## src/rtl/adder_arbiter.sv

```systemverilog
// Round-robin share of one external 32-bit adder; result valid 2 edges after accept.
// A stalled result (rsp_ready low) holds the FSM in RESP and blocks all new grants.
module adder_arbiter #(
  parameter int NUM_REQ = 4,
  parameter int ID_W    = 2
) (
  input  logic                  clk,
  input  logic                  rst_n,
  input  logic [NUM_REQ-1:0]    req_valid,
  output logic [NUM_REQ-1:0]    req_ready,
  input  logic [NUM_REQ*32-1:0] req_a,
  input  logic [NUM_REQ*32-1:0] req_b,
  output logic [31:0]           add_in1,
  output logic [31:0]           add_in2,
  input  logic [31:0]           add_out,
  output logic                  rsp_valid,
  input  logic                  rsp_ready,
  output logic [ID_W-1:0]       rsp_id,
  output logic [31:0]           rsp_data
);

  typedef enum logic [1:0] {IDLE, CALC, RESP} state_t;

  state_t          state, state_nxt;
  logic [ID_W-1:0] rr_ptr, winner, ptr_nxt;
  logic            found;
  logic [31:0]     sel_a, sel_b;
  logic [31:0]     op_a, op_b;

  // Two passes give the wrapped scan: indices at/above rr_ptr first, then below.
  always_comb begin
    found  = 1'b0;
    winner = '0;
    for (int i = 0; i < NUM_REQ; i++) begin
      if (!found && req_valid[i] && (ID_W'(i) >= rr_ptr)) begin
        found  = 1'b1;
        winner = ID_W'(i);
      end
    end
    for (int i = 0; i < NUM_REQ; i++) begin
      if (!found && req_valid[i] && (ID_W'(i) < rr_ptr)) begin
        found  = 1'b1;
        winner = ID_W'(i);
      end
    end
  end

  always_comb begin
    sel_a = '0;
    sel_b = '0;
    for (int i = 0; i < NUM_REQ; i++) begin
      if (winner == ID_W'(i)) begin
        sel_a = req_a[32*i +: 32];
        sel_b = req_b[32*i +: 32];
      end
    end
  end

  assign ptr_nxt = (winner == ID_W'(NUM_REQ - 1)) ? '0 : winner + ID_W'(1);

  // Grant is gated by rst_n so reset clears req_ready immediately, not at the next edge.
  always_comb begin
    state_nxt = state;
    req_ready = '0;
    case (state)
      IDLE: begin
        if (found) begin
          state_nxt = CALC;
          for (int i = 0; i < NUM_REQ; i++) begin
            req_ready[i] = rst_n && (winner == ID_W'(i));
          end
        end
      end
      CALC: state_nxt = RESP;
      RESP: if (rsp_ready) state_nxt = IDLE;
      default: state_nxt = IDLE;
    endcase
  end

  always_ff @(posedge clk or negedge rst_n) begin
    if (!rst_n) state <= IDLE;
    else        state <= state_nxt;
  end

  always_ff @(posedge clk or negedge rst_n) begin
    if (!rst_n) begin
      rr_ptr    <= '0;
      op_a      <= '0;
      op_b      <= '0;
      rsp_id    <= '0;
      rsp_data  <= '0;
      rsp_valid <= 1'b0;
    end else begin
      case (state)
        IDLE: begin
          if (found) begin
            op_a   <= sel_a;
            op_b   <= sel_b;
            rsp_id <= winner;
            rr_ptr <= ptr_nxt;
          end
        end
        CALC: begin
          rsp_data  <= add_out;
          rsp_valid <= 1'b1;
        end
        RESP: begin
          if (rsp_ready) rsp_valid <= 1'b0;
        end
        default: ;
      endcase
    end
  end

  // Operand registers only change on accept, so the adder is quiet outside CALC.
  assign add_in1 = op_a;
  assign add_in2 = op_b;

endmodule
```

## config.mk

```make
export PLATFORM = sky130hd
export DESIGN_NAME = adder_arbiter
export DESIGN_NICKNAME = d
export VERILOG_FILES = /design/src/rtl/adder_arbiter.sv
export SDC_FILE = /design/constraint.sdc
export NUM_CORES = 1
export LEC_CHECK = 0
export CELL_PAD_IN_SITES_DETAIL_PLACEMENT = 0
export CELL_PAD_IN_SITES_GLOBAL_PLACEMENT = 2
export CORE_AREA = 2 2 156 158
export CTS_BUF_LIST = sky130_fd_sc_hd__clkbuf_8
export DETAILED_ROUTE_END_ITERATION = 10
export DIE_AREA = 0 0 158 160
export DONT_BUFFER_PORTS = 1
export GPL_TIMING_DRIVEN = 0
export PLACE_DENSITY_LB_ADDON = 0.1
export SYNTH_ARGS = -nofsm -noshare
export SYNTH_HDL_FRONTEND = slang
export SYNTH_SLANG_ARGS = --single-unit
```

## constraint.sdc

```tcl
create_clock -name clk -period 3.15 [get_ports clk]
set_input_delay 0.63 -clock clk [delete_from_list [all_inputs] [get_ports clk]]
set_output_delay 0.63 -clock clk [all_outputs]
set_load 0.02 [all_outputs]
```

==> impl_metrics.tcl, run 1 <==
set metrics [dict create \
    nets 1054 \
    fmax_mhz 345 \
    comb_power_share_pct 50.4 \
    clockBufferDepth 2 \
    power.switching_mw 4.64 \
    ir_drop_uv 482 \
    synthToLayoutAreaGrowth_pct 9.99 \
    grt_usage_pct 19.3 \
    skew_ns 0.0190 \
    final_common_cell "a21oi_1" \
    final_util_pct 29.5 \
    portBuffers 0 \
    worstHoldPathType "in -> async" \
    cp-start-kind "flip-flop" \
    yosysWarnings 0 \
    stdcell_count 1086 \
    rows 57 \
    worst_ep_arrival_time_ns 2.27 \
    yosysSeqAreaShare_pct 40.3 \
    ys_ff_latch 103 \
    powerDensity_nw_per_um2 1230 \
    cts_tree "done" \
    clockPowerShare_pct 9.9 \
    drive_above_1_share_pct 19.1 \
    p_total_mw 8.69 \
    grt_pass1_wl_microns 36600 \
    p_leak_nw 2.94 \
    die-area_sq_um 25300 \
    finalCritPeriodShare_pct 92.1 \
    gp_congestion 0.794 \
    rsz0062_at_grt "no" \
    drc_errors 0 \
    required_ns 2.52 \
    die_w_microns 158 \
    ant_nets 0 \
    crit_type "reg -> out" \
    cellInternalPower_mw 4.05 \
    dr_total_vias 5497 \
    clk_latency_ns 0.38 \
    seq_power_share_pct 39.7 \
    root_buffer "clkbuf_8" \
    first_pass_iters 6 \
    status "finished, final reports clean" \
    netlist_area_sq_um 6400 \
    antenna_found_initial 3 \
    ys.flop_type "dfrtp_1" \
    hold_viol 0 \
    grt_pass1_vias 6004 \
    crit_fanout 19 \
    drtIter0Drc 250 \
    hpwl_microns 19600 \
    timing.max_cap.violations 0 \
    dieHeight_microns 160 \
    avgRoutedWirePerCell_microns 23.1 \
    grt-ovfl-total 0 \
    syn_nets 1046 \
    vias_per_cell 5.06 \
    numCtsBuffers 9 \
    holdWs_ns 0.0918 \
    cp-end-kind "output port" \
    cts_max_level 3 \
    grt_max_degree 104 \
    syn_inst 747 \
    start_util_pct 26.9 \
    cts.sink_count 103 \
    synthDistinctLibCells 28 \
    dpl.cell_count 1071 \
    boundaryPins 398 \
    synth-edff-count 0 \
    fillers 2620 \
    tightest_slew_ns 0.747 \
    clkTransAtPathRegs_ns 0.11 \
    core_sq_um 23800 \
    worst_slew_margin_rel_pct 50.2 \
    final_cell_mix "a21oi_1 (129), nor2_1 (128), dfrtp_1 (103)" \
    syn_area_per_cell_sq_um 8.56 \
    async_flop_share_pct 100 \
    final-setup-viol-count 0 \
    routed_wl_microns 25100 \
    min_period_ns 2.90 \
    switching_share_pct 53.3 \
    finalMaxSlewViolations 0 \
]
[flip-flops by register name, indices dropped and copies added (netlist names)]
signal	flops
add_in1	32
add_in2	32
rr_ptr	2
rsp_data	32
rsp_id	2
rsp_valid	1
state	2
[critical path, cell delays in order, from the launching register on]
cell,delay [ns]
dfrtp_1,0.42
nor2b_1,0.09
nor3b_1,0.22
o22ai_2,0.17
inv_1,0.11
ha_1,0.21
clkbuf_4,0.34
and3_1,0.34
[cells by family (layout without fill, tap and decap cells)]
group / after synthesis / after routing / synth area share [%]
compound gates: 265 / 265 / 30.8
fa+ha+maj: 4 / 4 / 0.782
other cells: 0 / 2 / 0
mux: 33 / 33 / 5.87
flops: 103 / 103 / 40.3
buf+inv: 136 / 149 / 9.64
simple gates: 206 / 206 / 12.6
[final timing paths]
path / from / endpoint / slack (ns) / cells after the start
worst max-delay path: rr_ptr[0]$_DFFE_PN0P_ / req_ready[3] / 0.25 / 7
worst min-delay path: rst_n / add_in1[0]$_DFFE_PN0P_ / 0.09 / 1
worst max register to register: rr_ptr[0]$_DFFE_PN0P_ / add_in2[30]$_DFFE_PN0P_ / 0.35 / 12
worst min register to register: state[1]$_DFFE_PN0P_ / rsp_valid$_DFFE_PN0P_ / 0.50 / 1
max in group asynchronous: rst_n / add_in1[3]$_DFFE_PN0P_ / 2.45 / 1
min in group clk: add_out[25] / rsp_data[25]$_DFFE_PN0P_ / 0.39 / 1
[cell usage after synthesis (3+ instances only)]
master      n  area (sq um)
a221oi_1    3          26.3
a211o_1     3          26.3
buf_6       8          90.1
clkbuf_1   32           120
nor2b_1     6          37.5
buf_4       6          45.0
a221oi_2   61           916
a21oi_1   129           646
inv_1      67           251
o21ai_0    65           325
nor2_1    128           480
nand2_1    64           240
mux2_2     32           360
buf_1       5          18.8
dfrtp_1   103          2580
buf_2      17          85.1
and3_1      4          25.0
ha_1        4          50.1
[layout make-up]
class	instances	area [sq um]	area share (%)
clock inverters	6	60.1	0.853
flip-flops and latches	103	2580	36.6
well taps	324	405	5.76
plain buffers	64	349	4.96
multi-input cells	508	3220	45.7
inverters	68	258	3.66
repair buffers	1	27.5	0.391
diodes	2	5.00	0.0711
clock buffers	10	138	1.96
[power groups by stage]
stage | registers [mW] | clock network (mW) | logic [mW]
floorplan | 3.21 | 0 | 3.40
global placement | 3.50 | 0 | 4.35
detailed placement | 3.49 | 0 | 4.44
CTS | 3.48 | 0.909 | 4.47
global route | 3.55 | 0.979 | 4.98
finish | 3.45 | 0.858 | 4.38
[per-stage QoR]
stage          setup TNS [ns]  setup WS (ns)  cell area, sq um
4_1_cts                     0         0.0433              7020
3_5_place_dp            -1.09         -0.218              6800
5_1_grt                     0         0.0117              7030
3_3_place_gp           -0.392         -0.155              6800
6_report                    0          0.249              7040
2_1_floorplan               0          0.305              6400
[per-layer routing]
metal | vias to the layer above | GRT usage [%] | part of all wire [%] | routed length (microns)
li1 | 2593 | - | - | -
met1 | 2600 | 21.0 | 37 | 9290
met2 | 276 | 34.9 | 51 | 12900
met3 | 26 | 7.60 | 10 | 2550
met4 | 2 | 4.75 | 1.4 | 355
met5 | - | 0 | 0.044 | 11
[what timing repair did]
item | 4_1_cts | 5_1_grt
buffers inserted | 0 | 0
hold endpoints to repair | 103 | 0
gates cloned | 0 | 0
resized for setup | 2 | 2
hold buffers | 1 | 0
endpoints found under the setup margin | 4 | 17
No activity file was read; power rests on OpenSTA's default activity.
==> inputs of run 2 (changes only) <==
--- a/config.mk
+++ b/config.mk
@@ -14,6 +14,7 @@
 export DONT_BUFFER_PORTS = 1
 export GPL_TIMING_DRIVEN = 0
 export PLACE_DENSITY_LB_ADDON = 0.1
+export SLEW_MARGIN = 10
 export SYNTH_ARGS = -nofsm -noshare
 export SYNTH_HDL_FRONTEND = slang
 export SYNTH_SLANG_ARGS = --single-unit
==> results of run 2 <==
Final layout, timing and power as in run 1 (identical DEF).
